## src/rtl/f_pc_unit_pkg.sv

```systemverilog
// rtl/f_pc_unit_pkg.sv - shared constants and types for the fetch-stage PC unit
package f_pc_unit_pkg;

    localparam logic [31:0] RESET_PC_DEF  = 32'h0000_3000;
    localparam logic [31:0] EXC_ENTRY_DEF = 32'h0000_4180;
    localparam logic [31:0] IM_BASE_DEF   = 32'h0000_3000;
    localparam logic [31:0] IM_END_DEF    = 32'h0000_6FFC;

    localparam logic [4:0] EXC_NONE = 5'd0;
    localparam logic [4:0] EXC_ADEL = 5'd4;

    typedef enum logic [2:0] {
        NPC_EXC,
        NPC_EPC,
        NPC_HOLD,
        NPC_JUMP,
        NPC_SEQ
    } npc_sel_t;

endpackage

```

## src/rtl/f_pc_unit_if.sv

```systemverilog
// rtl/f_pc_unit_if.sv - control inputs and fetch outputs of the PC unit
interface f_pc_unit_if;
    logic        F_en;
    logic        intReq;
    logic        eretReq;
    logic [31:0] EPC;
    logic        D_jump;
    logic [31:0] D_target;
    logic        D_isJump;
    logic [31:0] F_pc;
    logic [4:0]  F_exCode;
    logic        F_isBD;
    logic        F_kill;

    modport master (
        output F_en, intReq, eretReq, EPC, D_jump, D_target, D_isJump,
        input  F_pc, F_exCode, F_isBD, F_kill
    );

    modport slave (
        input  F_en, intReq, eretReq, EPC, D_jump, D_target, D_isJump,
        output F_pc, F_exCode, F_isBD, F_kill
    );
endinterface

```

## src/rtl/f_addr_check.sv

```systemverilog
// rtl/f_addr_check.sv - word-alignment and range check for a memory address
module f_addr_check #(
    parameter logic [31:0] LO = 32'h0000_3000,
    parameter logic [31:0] HI = 32'h0000_6FFC
) (
    input  logic [31:0] addr,
    output logic        adel
);
    // HI is inclusive: it is the address of the last legal word.
    assign adel = (addr[1:0] != 2'b00) || (addr < LO) || (addr > HI);
endmodule

```

## src/rtl/f_pc_unit.sv

```systemverilog
// rtl/f_pc_unit.sv - fetch PC register with redirect priority and AdEL flagging
module f_pc_unit
    import f_pc_unit_pkg::*;
#(
    parameter logic [31:0] RESET_PC  = RESET_PC_DEF,
    parameter logic [31:0] EXC_ENTRY = EXC_ENTRY_DEF,
    parameter logic [31:0] IM_BASE   = IM_BASE_DEF,
    parameter logic [31:0] IM_END    = IM_END_DEF
) (
    input  logic          clk,
    input  logic          reset,
    f_pc_unit_if.slave    bus
);

    logic [31:0] pc;
    logic [31:0] pc_next;
    npc_sel_t    sel;
    logic        adel;

    // Interrupt entry must win even over a stall; eret only moves when F is enabled.
    always_comb begin
        sel = NPC_SEQ;
        if (bus.intReq)
            sel = NPC_EXC;
        else if (bus.eretReq && bus.F_en)
            sel = NPC_EPC;
        else if (!bus.F_en)
            sel = NPC_HOLD;
        else if (bus.D_jump)
            sel = NPC_JUMP;
    end

    always_comb begin
        pc_next = pc + 32'd4;
        case (sel)
            NPC_EXC:  pc_next = EXC_ENTRY;
            NPC_EPC:  pc_next = bus.EPC;
            NPC_HOLD: pc_next = pc;
            NPC_JUMP: pc_next = bus.D_target;
            default:  pc_next = pc + 32'd4;
        endcase
    end

    always_ff @(posedge clk or negedge reset) begin
        if (!reset)
            pc <= RESET_PC;
        else
            pc <= pc_next;
    end

    f_addr_check #(
        .LO (IM_BASE),
        .HI (IM_END)
    ) u_addr_check (
        .addr (pc),
        .adel (adel)
    );

    // AdEL does not kill the word; it travels down with its exception code.
    assign bus.F_pc     = pc;
    assign bus.F_exCode = adel ? EXC_ADEL : EXC_NONE;
    assign bus.F_isBD   = bus.D_isJump & ~bus.eretReq;
    assign bus.F_kill   = bus.eretReq & bus.F_en & ~bus.intReq;

endmodule

```

## src/flat_wrapper.sv

```systemverilog
// flat-port wrapper written by rule: the top's interface ports become plain ports
module f_pc_unit_flat import f_pc_unit_pkg::*;
#(
    parameter logic [31:0] RESET_PC  = RESET_PC_DEF,
    parameter logic [31:0] EXC_ENTRY = EXC_ENTRY_DEF,
    parameter logic [31:0] IM_BASE   = IM_BASE_DEF,
    parameter logic [31:0] IM_END    = IM_END_DEF
)
  (clk, reset, bus_F_en, bus_intReq, bus_eretReq, bus_EPC, bus_D_jump, bus_D_target, bus_D_isJump, bus_F_pc, bus_F_exCode, bus_F_isBD, bus_F_kill);
  f_pc_unit_if bus_i ();
  input  logic clk;
  input  logic reset;
  input wire logic [$bits(bus_i.F_en)-1:0] bus_F_en;
  input wire logic [$bits(bus_i.intReq)-1:0] bus_intReq;
  input wire logic [$bits(bus_i.eretReq)-1:0] bus_eretReq;
  input wire logic [$bits(bus_i.EPC)-1:0] bus_EPC;
  input wire logic [$bits(bus_i.D_jump)-1:0] bus_D_jump;
  input wire logic [$bits(bus_i.D_target)-1:0] bus_D_target;
  input wire logic [$bits(bus_i.D_isJump)-1:0] bus_D_isJump;
  output wire logic [$bits(bus_i.F_pc)-1:0] bus_F_pc;
  output wire logic [$bits(bus_i.F_exCode)-1:0] bus_F_exCode;
  output wire logic [$bits(bus_i.F_isBD)-1:0] bus_F_isBD;
  output wire logic [$bits(bus_i.F_kill)-1:0] bus_F_kill;
  assign bus_i.F_en = bus_F_en;
  assign bus_i.intReq = bus_intReq;
  assign bus_i.eretReq = bus_eretReq;
  assign bus_i.EPC = bus_EPC;
  assign bus_i.D_jump = bus_D_jump;
  assign bus_i.D_target = bus_D_target;
  assign bus_i.D_isJump = bus_D_isJump;
  assign bus_F_pc = bus_i.F_pc;
  assign bus_F_exCode = bus_i.F_exCode;
  assign bus_F_isBD = bus_i.F_isBD;
  assign bus_F_kill = bus_i.F_kill;
  f_pc_unit #(.RESET_PC(RESET_PC), .EXC_ENTRY(EXC_ENTRY), .IM_BASE(IM_BASE), .IM_END(IM_END)) u_core (.clk(clk), .reset(reset), .bus(bus_i));
endmodule
```

## config.mk

```make
export PLATFORM = sky130hd
export DESIGN_NAME = f_pc_unit_flat
export DESIGN_NICKNAME = d
export VERILOG_FILES = /design/src/rtl/f_pc_unit_pkg.sv /design/src/rtl/f_pc_unit_if.sv /design/src/rtl/f_addr_check.sv /design/src/rtl/f_pc_unit.sv /design/src/flat_wrapper.sv
export SDC_FILE = /design/constraint.sdc
export NUM_CORES = 1
export LEC_CHECK = 0
export CAP_MARGIN = 10
export CORE_MARGIN = 5
export CORE_UTILIZATION = 30
export DETAILED_ROUTE_END_ITERATION = 10
export GPL_TIMING_DRIVEN = 0
export PLACE_DENSITY = 0.62
export SLEW_MARGIN = 20
export SYNTH_ARGS = -nofsm -noshare
export SYNTH_HDL_FRONTEND = slang
export SYNTH_SLANG_ARGS = --single-unit
```

## constraint.sdc

```tcl
create_clock -name clk -period 2 [get_ports clk]
set_input_delay 0.6 -clock clk [delete_from_list [all_inputs] [get_ports clk]]
set_output_delay 0.6 -clock clk [all_outputs]
set_load 0.005 [all_outputs]
```

* Word-level counts from Yosys, hierarchy flattened *
Index checks and enable logic that the tools add are counted.

storage, ports and cells
  register bits after elaboration = 32
  input port bits = 71
  output and inout bits = 39

operators by class
  add/sub/neg operators = 1
  magnitude comparators = 2
  eq/ne operators = 3
  mux-type cells = 6
  bitwise logic cells = 5
  reduce and logical (&&, ||, !) cells = 5

operators with widths
  kind                                                              count
  one-hot mux 32 bit (4 select lines)                               1
  adder 32 x 3 -> 32 bit (second input constant)                    1
  greater-than comparator 32 x 15 -> 1 bit (second input constant)  1
  less-than comparator 32 x 14 -> 1 bit (second input constant)     1
  two-way mux 3 bit                                                 5
  == test 3 x 2 -> 1 bit (second input constant)                    2
  AND 1 bit                                                         3
  == test 3 x 1 -> 1 bit (second input constant)                    1
  zero test 3 bit                                                   1
  logical OR 1 bit                                                  2
  NOT 1 bit                                                         2
  nonzero test 2 bit                                                1
  logical AND 1 bit                                                 1

* Longest topological paths before layout *
  depth in word-level cells = 6
  mapped depth = 7

* By module *
Synthesis repeated with hierarchy kept, for this count alone.

unflattened totals
  cell total of the unflattened synthesis = 298
  area total of the unflattened synthesis = 2429.8 um2

modules (own cells, without submodules)
  module        times used  cells an instance  area each (um2)  seq. area each (um2)
  f_pc_unit     1           289                2374.8           803.3
  f_addr_check  1           9                  55.1             0.0

* Worst setup path before layout *
Ideal clock, no wire load.

  path type = register to output
  start = register u_core.pc[23] (netlist: u_core.bus.F_pc[23])
  end = output port bus_F_exCode[2]
  arrival = 1.212 ns
  path slack = 0.188 ns
  cell stages (with the launch flop) = 7
  buffers on the path = 2
  path through = dfrtp_1 > clkbuf_1 > nor4_1 > nand2_1 > nor4_1 > nand4_1 > buf_4

between the ends
  word-level cells in the longest chain between the ends = 4

ends and longest elaborated chain
  element                                RTL line            text
  start, declared                        f_pc_unit.sv:15     logic [31:0] pc;
  start signal, assigned                 f_pc_unit.sv:48     pc <= pc_next;
  less-than comparator 32 x 14 -> 1 bit  f_addr_check.sv:10  assign adel = (addr[1:0] != 2'b00) || (addr < LO) || (addr > HI);
  logical OR 1 bit                       f_addr_check.sv:10
  logical OR 1 bit *                     f_addr_check.sv:10
  named net u_core.adel                  f_pc_unit.sv:18     logic adel;
  two-way mux 3 bit *                    f_pc_unit.sv:61     assign bus.F_exCode = adel ? EXC_ADEL : EXC_NONE;
  end, declared                          flat_wrapper.sv:21  output wire logic [$bits(bus_i.F_exCode)-1:0] bus_F_exCode;

Mark *: on every way through the listed nets, which the timed path passes. The rest lies on a longest branch.

* Worst setup path in the final report *
  start = register u_core.pc[29] (netlist: u_core.bus.F_pc[29])
  end = output port bus_F_exCode[2]

Same word-level chain as after synthesis.

==> flow_summary.json <==
{
  "grt_pass1_vias": 3233,
  "drtIter0Drc": 184,
  "die_area_um2": 10300,
  "status": "complete, but fails checks",
  "synth_top_area_cell": "dfrtp_1",
  "grt_usage": 0.210,
  "synthCells": 307,
  "num_rows": 33,
  "slew_headroom": 0.617,
  "diodes": 0,
  "seqCellArea_um2": 817,
  "p_seq_frac": 0.398,
  "violations": "negative setup slack",
  "worst_r2r_startpoint": "u_core.bus.F_pc[12]",
  "yosysSeqAreaShare": 0.318,
  "peakVddDrop_uv": 219,
  "p_int_mw": 1.38,
  "gp_congestion": 0.905,
  "layout_min_cycle_time_ns": 2.13,
  "ys_ff_latch": 32,
  "cts_buffers": 5,
  "async_reset_ff_frac": 1.00,
  "antenna_found_initial": 0,
  "startpoint_type": "flip-flop",
  "yosys.area.top_type_share": 0.297,
  "cap_viol_max_count": 0,
  "ctsLongestPathBuffers": 2,
  "via_per_inst": 5.89,
  "synth_warnings": 0,
  "cts_max_level": 2,
  "synth.distinct_cells": 65,
  "power.switching_mw": 0.643,
  "worstSkewPairLatency_ns": 0.29,
  "finalSetupViolCount": 1,
  "cp_max_fo": 2,
  "netlist_area_um2": 2520,
  "coreArea_um2": 8220,
  "final_nets": 500,
  "worst_slack_ns": -0.131,
  "crit_chain": "nor4_4, nand2_1, nor4_2, nand4_1, buf_2",
  "cellLeakagePower_nw": 1.58,
  "max_stage_delay_ns": 0.43,
  "clock-sinks": 32,
  "io_pins": 110,
  "cp_slowest_cell": "dfrtp_2",
  "syn_to_final_growth_pct": 58.9,
  "fmax_mhz": 469,
  "hold_violations": 0,
  "grt_overflow": 0,
  "clockPowerShare": 0.266,
  "post-dp-hpwl_um": 8030,
  "clk_pin_slew_ns": 0.07,
  "rsz0062_at_grt": "true",
  "place_ws_ns": -1.15,
  "maxSlewViolCount": 0,
  "n_fill_cell": 843,
  "grt_pass1_wl_um": 16900,
  "stdcell_count": 534,
  "cts_tree": "done",
  "die_y_um": 102,
  "crit_start": "u_core.bus.F_pc[29]",
  "end_kind": "primary output",
  "largest_reg_flops": 32,
  "die_x_um": 102,
  "drive_gt1_frac": 0.203,
  "min_path_type": "primary input to asynchronous set/reset pin",
  "required_ns": 1.40,
  "ys.flop_type": "dfrtp_1",
  "synthTopCellsByArea": "dfrtp_1, a21oi_1, a22oi_1",
  "final_antenna_net_count": 0,
  "initial_core_util": 0.307,
  "period_share": 1.07,
  "route.detailed.drc": 0,
  "place.port_buffers": 105,
  "fin_skew_ns": 0.00496,
  "p_sw_frac": 0.319,
  "tns_ns": -0.131,
  "crit_type": "flip-flop to primary output",
  "cts-root-buf": "clkbuf_8",
  "power.density_nw_per_um2": 503,
  "worstPathArrival_ns": 1.53,
  "combPwrFrac": 0.336,
  "dp_cells": 521,
  "multi_input_area_um2": 1650,
  "wl_per_cell_um": 20.2,
  "drt_pre_antenna_iters": 6,
  "totalWireLength_um": 10800,
  "num_vias": 3147,
  "syn_avg_cell_area_um2": 8.22,
  "tightest_slew_ns": 0.574,
  "synth_edf_count": 0,
  "grt_max_degree": 31
}
[synthesized netlist by cell type (5+ instances only)]
cell type / number
dfrtp_1: 30
a21oi_1: 27
nor2_1: 22
nand2_1: 20
nand3_1: 13
o22ai_1: 13
a22oi_1: 11
a211oi_1: 10
o21ai_0: 10
nand4_1: 9
buf_2: 8
clkbuf_1: 8
nor4_1: 8
buf_1: 7
inv_1: 7
o21a_1: 7
a31oi_1: 6
buf_4: 6
o22a_1: 6
nor3_1: 5
[power by group through the flow]
stage	combinational [mW]	sequential, mW	clock, mW
floorplan	0.259	0.789	0
global placement	0.611	0.809	0
detailed placement	0.623	0.811	0
CTS	0.668	0.797	0.539
global route	0.734	0.812	0.570
finish	0.678	0.803	0.538
[layer usage]
layer  vias to the layer above  routed length, um  track usage
li1                       1447                  -            -
met1                      1526               4590        0.276
met2                       154               5240        0.342
met3                        20                758       0.0489
met4                         0                206       0.0654
met5                         -                  0            0
[metrics by stage]
stage | cell area (um^2) | hold slack (ns) | util | power (mW)
3_5_place_dp | 3730 | 0.409 | 0.454 | 1.43
5_1_grt | 4010 | 0.100 | 0.488 | 2.12
2_1_floorplan | 2530 | 0.304 | - | 1.05
4_1_cts | 3940 | 0.101 | 0.480 | 2.00
6_report | 4010 | 0.105 | 0.488 | 2.02
3_3_place_gp | 3720 | 0.571 | 0.452 | 1.42
[path summary, 6_finish.rpt]
check	to	slack [ns]	cells after the start
setup reg to reg	u_core.bus.F_pc[30]	0	6
hold reg to reg	u_core.bus.F_pc[13]	0.57	2
min in group clk	u_core.bus.F_pc[13]	0.57	2
hold / removal	u_core.bus.F_pc[1]	0.11	1
max in group asynchronous	u_core.bus.F_pc[13]	1.46	2
setup / recovery	bus_F_exCode[2]	-0.13	5
[area by class of cell]
type / instances / share of cell area
plain buffers: 25 / 0.0421
clock buffers: 8 / 0.0225
inverters: 8 / 0.00873
multi-input cells: 241 / 0.411
flip-flops and latches: 32 / 0.204
well taps: 105 / 0.0328
repair buffers: 115 / 0.279
[worst max-delay path, delay by kind of cell, from the launching register on]
kind / cells / cell delay (ns)
buffers and inverters: 1 / 0.16
AND/OR/NAND/NOR: 4 / 0.65
flip-flops: 1 / 0.43
[cells in the final DEF, fill, tap and decap left out, types with 4 or more instances in the layout]
cell / count
a211oi_1: 10
a21o_1: 4
a21oi_1: 26
a22oi_1: 11
a31oi_1: 6
buf_2: 10
buf_4: 15
clkbuf_1: 4
clkbuf_2: 5
clkbuf_8: 8
clkdlybuf4s50_1: 95
conb_1: 4
dfrtp_1: 19
dfrtp_2: 11
inv_1: 7
nand2_1: 20
nand3_1: 13
nand4_1: 9
nor2_1: 22
nor3_1: 4
nor4_1: 5
o21a_1: 7
o21ai_0: 9
o221ai_1: 4
o22a_1: 6
o22ai_1: 13
[repair_timing]
action,4_1_cts,5_1_grt
setup buffers,8,1
pin swaps,6,9
hold buffers,0,0
endpoints found under the setup margin,37,30
endpoints found under the hold margin,0,0
gates resized for setup,47,27
[cell families (layout without fill, tap and decap cells)]
family / Yosys count / after routing / synth area share
compound gates: 127 / 127 / 0.350
simple gates: 107 / 107 / 0.250
buf+inv: 37 / 156 / 0.0679
flops: 32 / 32 / 0.318
fa+ha+maj: 1 / 1 / 0.00496
other cells: 1 / 4 / 0.00149
xor+xnor: 1 / 1 / 0.00347
mux: 1 / 1 / 0.00397
(Power assumes the default switching activity.)
==> variant: new RTL, config.mk and constraints unchanged <==
Reset style: synchronous (`reset`), changed in one clocked block.
--- a/src/rtl/f_pc_unit.sv
+++ b/src/rtl/f_pc_unit.sv
@@ -42,5 +42,5 @@
     end
 
-    always_ff @(posedge clk or negedge reset) begin
+    always_ff @(posedge clk) begin
         if (!reset)
             pc <= RESET_PC;
Behaviour: differs if reset is asserted again (counterexample within 4 cycles, from zero or initial values and one cycle with reset low); with reset held inactive, the same outputs for 10 cycles.
==> variant against the unedited design <==
The flow still finishes with violations (setup timing). Power decreased by 10%. Sequential cell count unchanged. Register-to-register slack improved by 0.07 ns. Critical path depth stayed put. Synthesized area down 7.2%. Worst setup slack worse by 0.010 ns. Global-route usage decreased by 1.5 points. Wire length shrank 11%. Synthesized cell count grew 0.33%. Cell area is 5.5% lower. Cell count decreased by 1.9%. Largest power group unchanged.
==> variant: results (changes against the unedited design) <==
Parameter                              Value

Global route
  Largest net degree at the start of global routing ... 11 (was 31)
  Vias in the first global route ... 2,924 (was 3,233)
  First-pass GRT wire length ... 15,400 um (was 16,900 um)
  All-Layer GR Usage ... 19.5% (was 21.0%)

Cells and area
  Fill cell total of the finished layout ... 748 (was 843)
  Fraction of layout instances using a drive strength above 1 ... 19.0% (was 20.3%)
  Number of nets in the layout ... 493 (was 500)

Detailed routing
  Number of search-and-repair iterations in the first detailed-routing pass ... 4 (was 6)
  Average via count per standard cell ... 5.54 (was 5.89)
  Routed wire length ... 9590 um (was 10,800 um)

STA
  Setup TNS after final layout ... -0.141 ns (was -0.131 ns)
  Total setup violations reported at the end of the flow ... 1 (unchanged)
  Post-layout worst setup margin ... -0.141 ns (was -0.131 ns)
  Max-Slew Margin vs Limit ... 56.9% (was 61.7%)
  Worst-case clock skew ... 0.00675 ns (was 0.00496 ns)

Placed design
  Buffers on Ports ... 102 (was 105)
  Sum of net half-perimeters after detailed placement ... 7100 um (was 8030 um)
  Gpl congestion ... 0.855 (was 0.905)

Yosys
  Leading register cell type out of synthesis ... dfxtp_1 (was dfrtp_1)
  Most frequent cells after synthesis ... dfxtp_1 (32), nor2_1 (26), a21oi_1 (24) (was dfrtp_1 (30), a21oi_1 (27), nor2_1 (22))
  Netlist cell types ... 56 (was 65)
  Proportion of synthesized chip area in sequential cells ... 27.4% (was 31.8%)
  Post-synthesis async set-or-reset flop share ... 0% (was 100%)

Pwr
  P_leak ... 1.35 nW (was 1.58 nW)
  Peak supply drop ... 0.204 mV (was 0.219 mV)

Run status
  Run status ... finished, violations left (unchanged)
  Failing checks ... setup timing (unchanged)

Clock tree
  Clk root buf ... clkbuf_8 (unchanged)

Hold path
  Worst min-delay path class ... reg2reg (was in2async)

Critical path
  Highest-delay cell along the critical path ... dfxtp_4 (was dfrtp_2)
-- variant: timing repair --
action	CTS	global route
endpoints found under the setup margin	35	24
resized for setup	52	22
hold buffers	0	0
buffers inserted	4	2
pin swaps	5	3
-- variant: worst paths after layout --
| kind | startpoint | endpoint | slack (ns) | depth (start not counted) |
|---|---|---|---|---|
| worst max-delay path | u_core.bus.F_pc[28] | bus_F_exCode[2] | -0.14 | 5 |
| worst min-delay path | u_core.bus.F_pc[29] | u_core.bus.F_pc[29] | 0.54 | 1 |
| worst max register to register | u_core.bus.F_pc[14] | u_core.bus.F_pc[24] | 0.07 | 6 |
| worst min register to register | u_core.bus.F_pc[29] | u_core.bus.F_pc[29] | 0.54 | 1 |
-- variant: cell families (layout without fill, tap and decap cells) --
family / count (synthesis) / after routing / share of synthesized area (%)
xor gates and xnor gates: 3 / 3 / 1.12
buffers and inverters: 35 / 146 / 7.96
and+or+nand+nor: 111 / 111 / 25.6
adders and majority gates: 1 / 1 / 0.534
other: 1 / 4 / 0.160
muxes: 7 / 7 / 2.99
AOI/OAI and AO/OA: 118 / 118 / 34.3
DFF: 32 / 32 / 27.4
-- variant: area by class of cell --
cell class,instances,area share [%]
sequential,32,17.5
timing repair buffer,108,27.7
multi-input combinational,244,43.5
inverter,7,0.792
buffer,23,4.79
clock buffer,8,2.38
tap,102,3.37
-- variant: through the flow --
step / cells / total power [W] / area (sq um) / hold WS, ns / setup slack [ns]
finish: 524 / 0.00181 / 3790 / 0.538 / -0.141
global route: 524 / 0.00189 / 3790 / 0.581 / -0.266
CTS: 523 / 0.00180 / 3730 / 0.537 / -0.250
detailed placement: 515 / 0.00125 / 3500 / 0.518 / -1.28
global placement: 515 / 0.00125 / 3500 / 0.498 / -1.25
floorplan: 311 / 0.000959 / 2350 / 0.486 / 0.0701
-- variant: worst max-delay path: cells and delay by family, from the launching register on --
| kind | cells | cell delay [ns] |
|---|---|---|
| simple gates | 4 | 0.73 |
| buf+inv | 1 | 0.17 |
| flops | 1 | 0.36 |
-- variant: report_power, final --
part / internal, W / switching, W / leakage, nW / total, W
registers: 0.000674 / 0.0000609 / 0.268 / 0.000735
logic: 0.000315 / 0.000228 / 1.03 / 0.000544
clock network: 0.000281 / 0.000252 / 0.0455 / 0.000533
total: 0.00127 / 0.000541 / 1.35 / 0.00181
-- variant: metal layers --
metal / share of wire, % / global-route usage [%] / vias to the layer above
met5: 0 / 0 / -
met3: 8.7 / 5.64 / 14
met4: 1.4 / 5.57 / 0
met2: 42 / 29.5 / 133
met1: 48 / 27.0 / 1345
li1: - / - / 1409
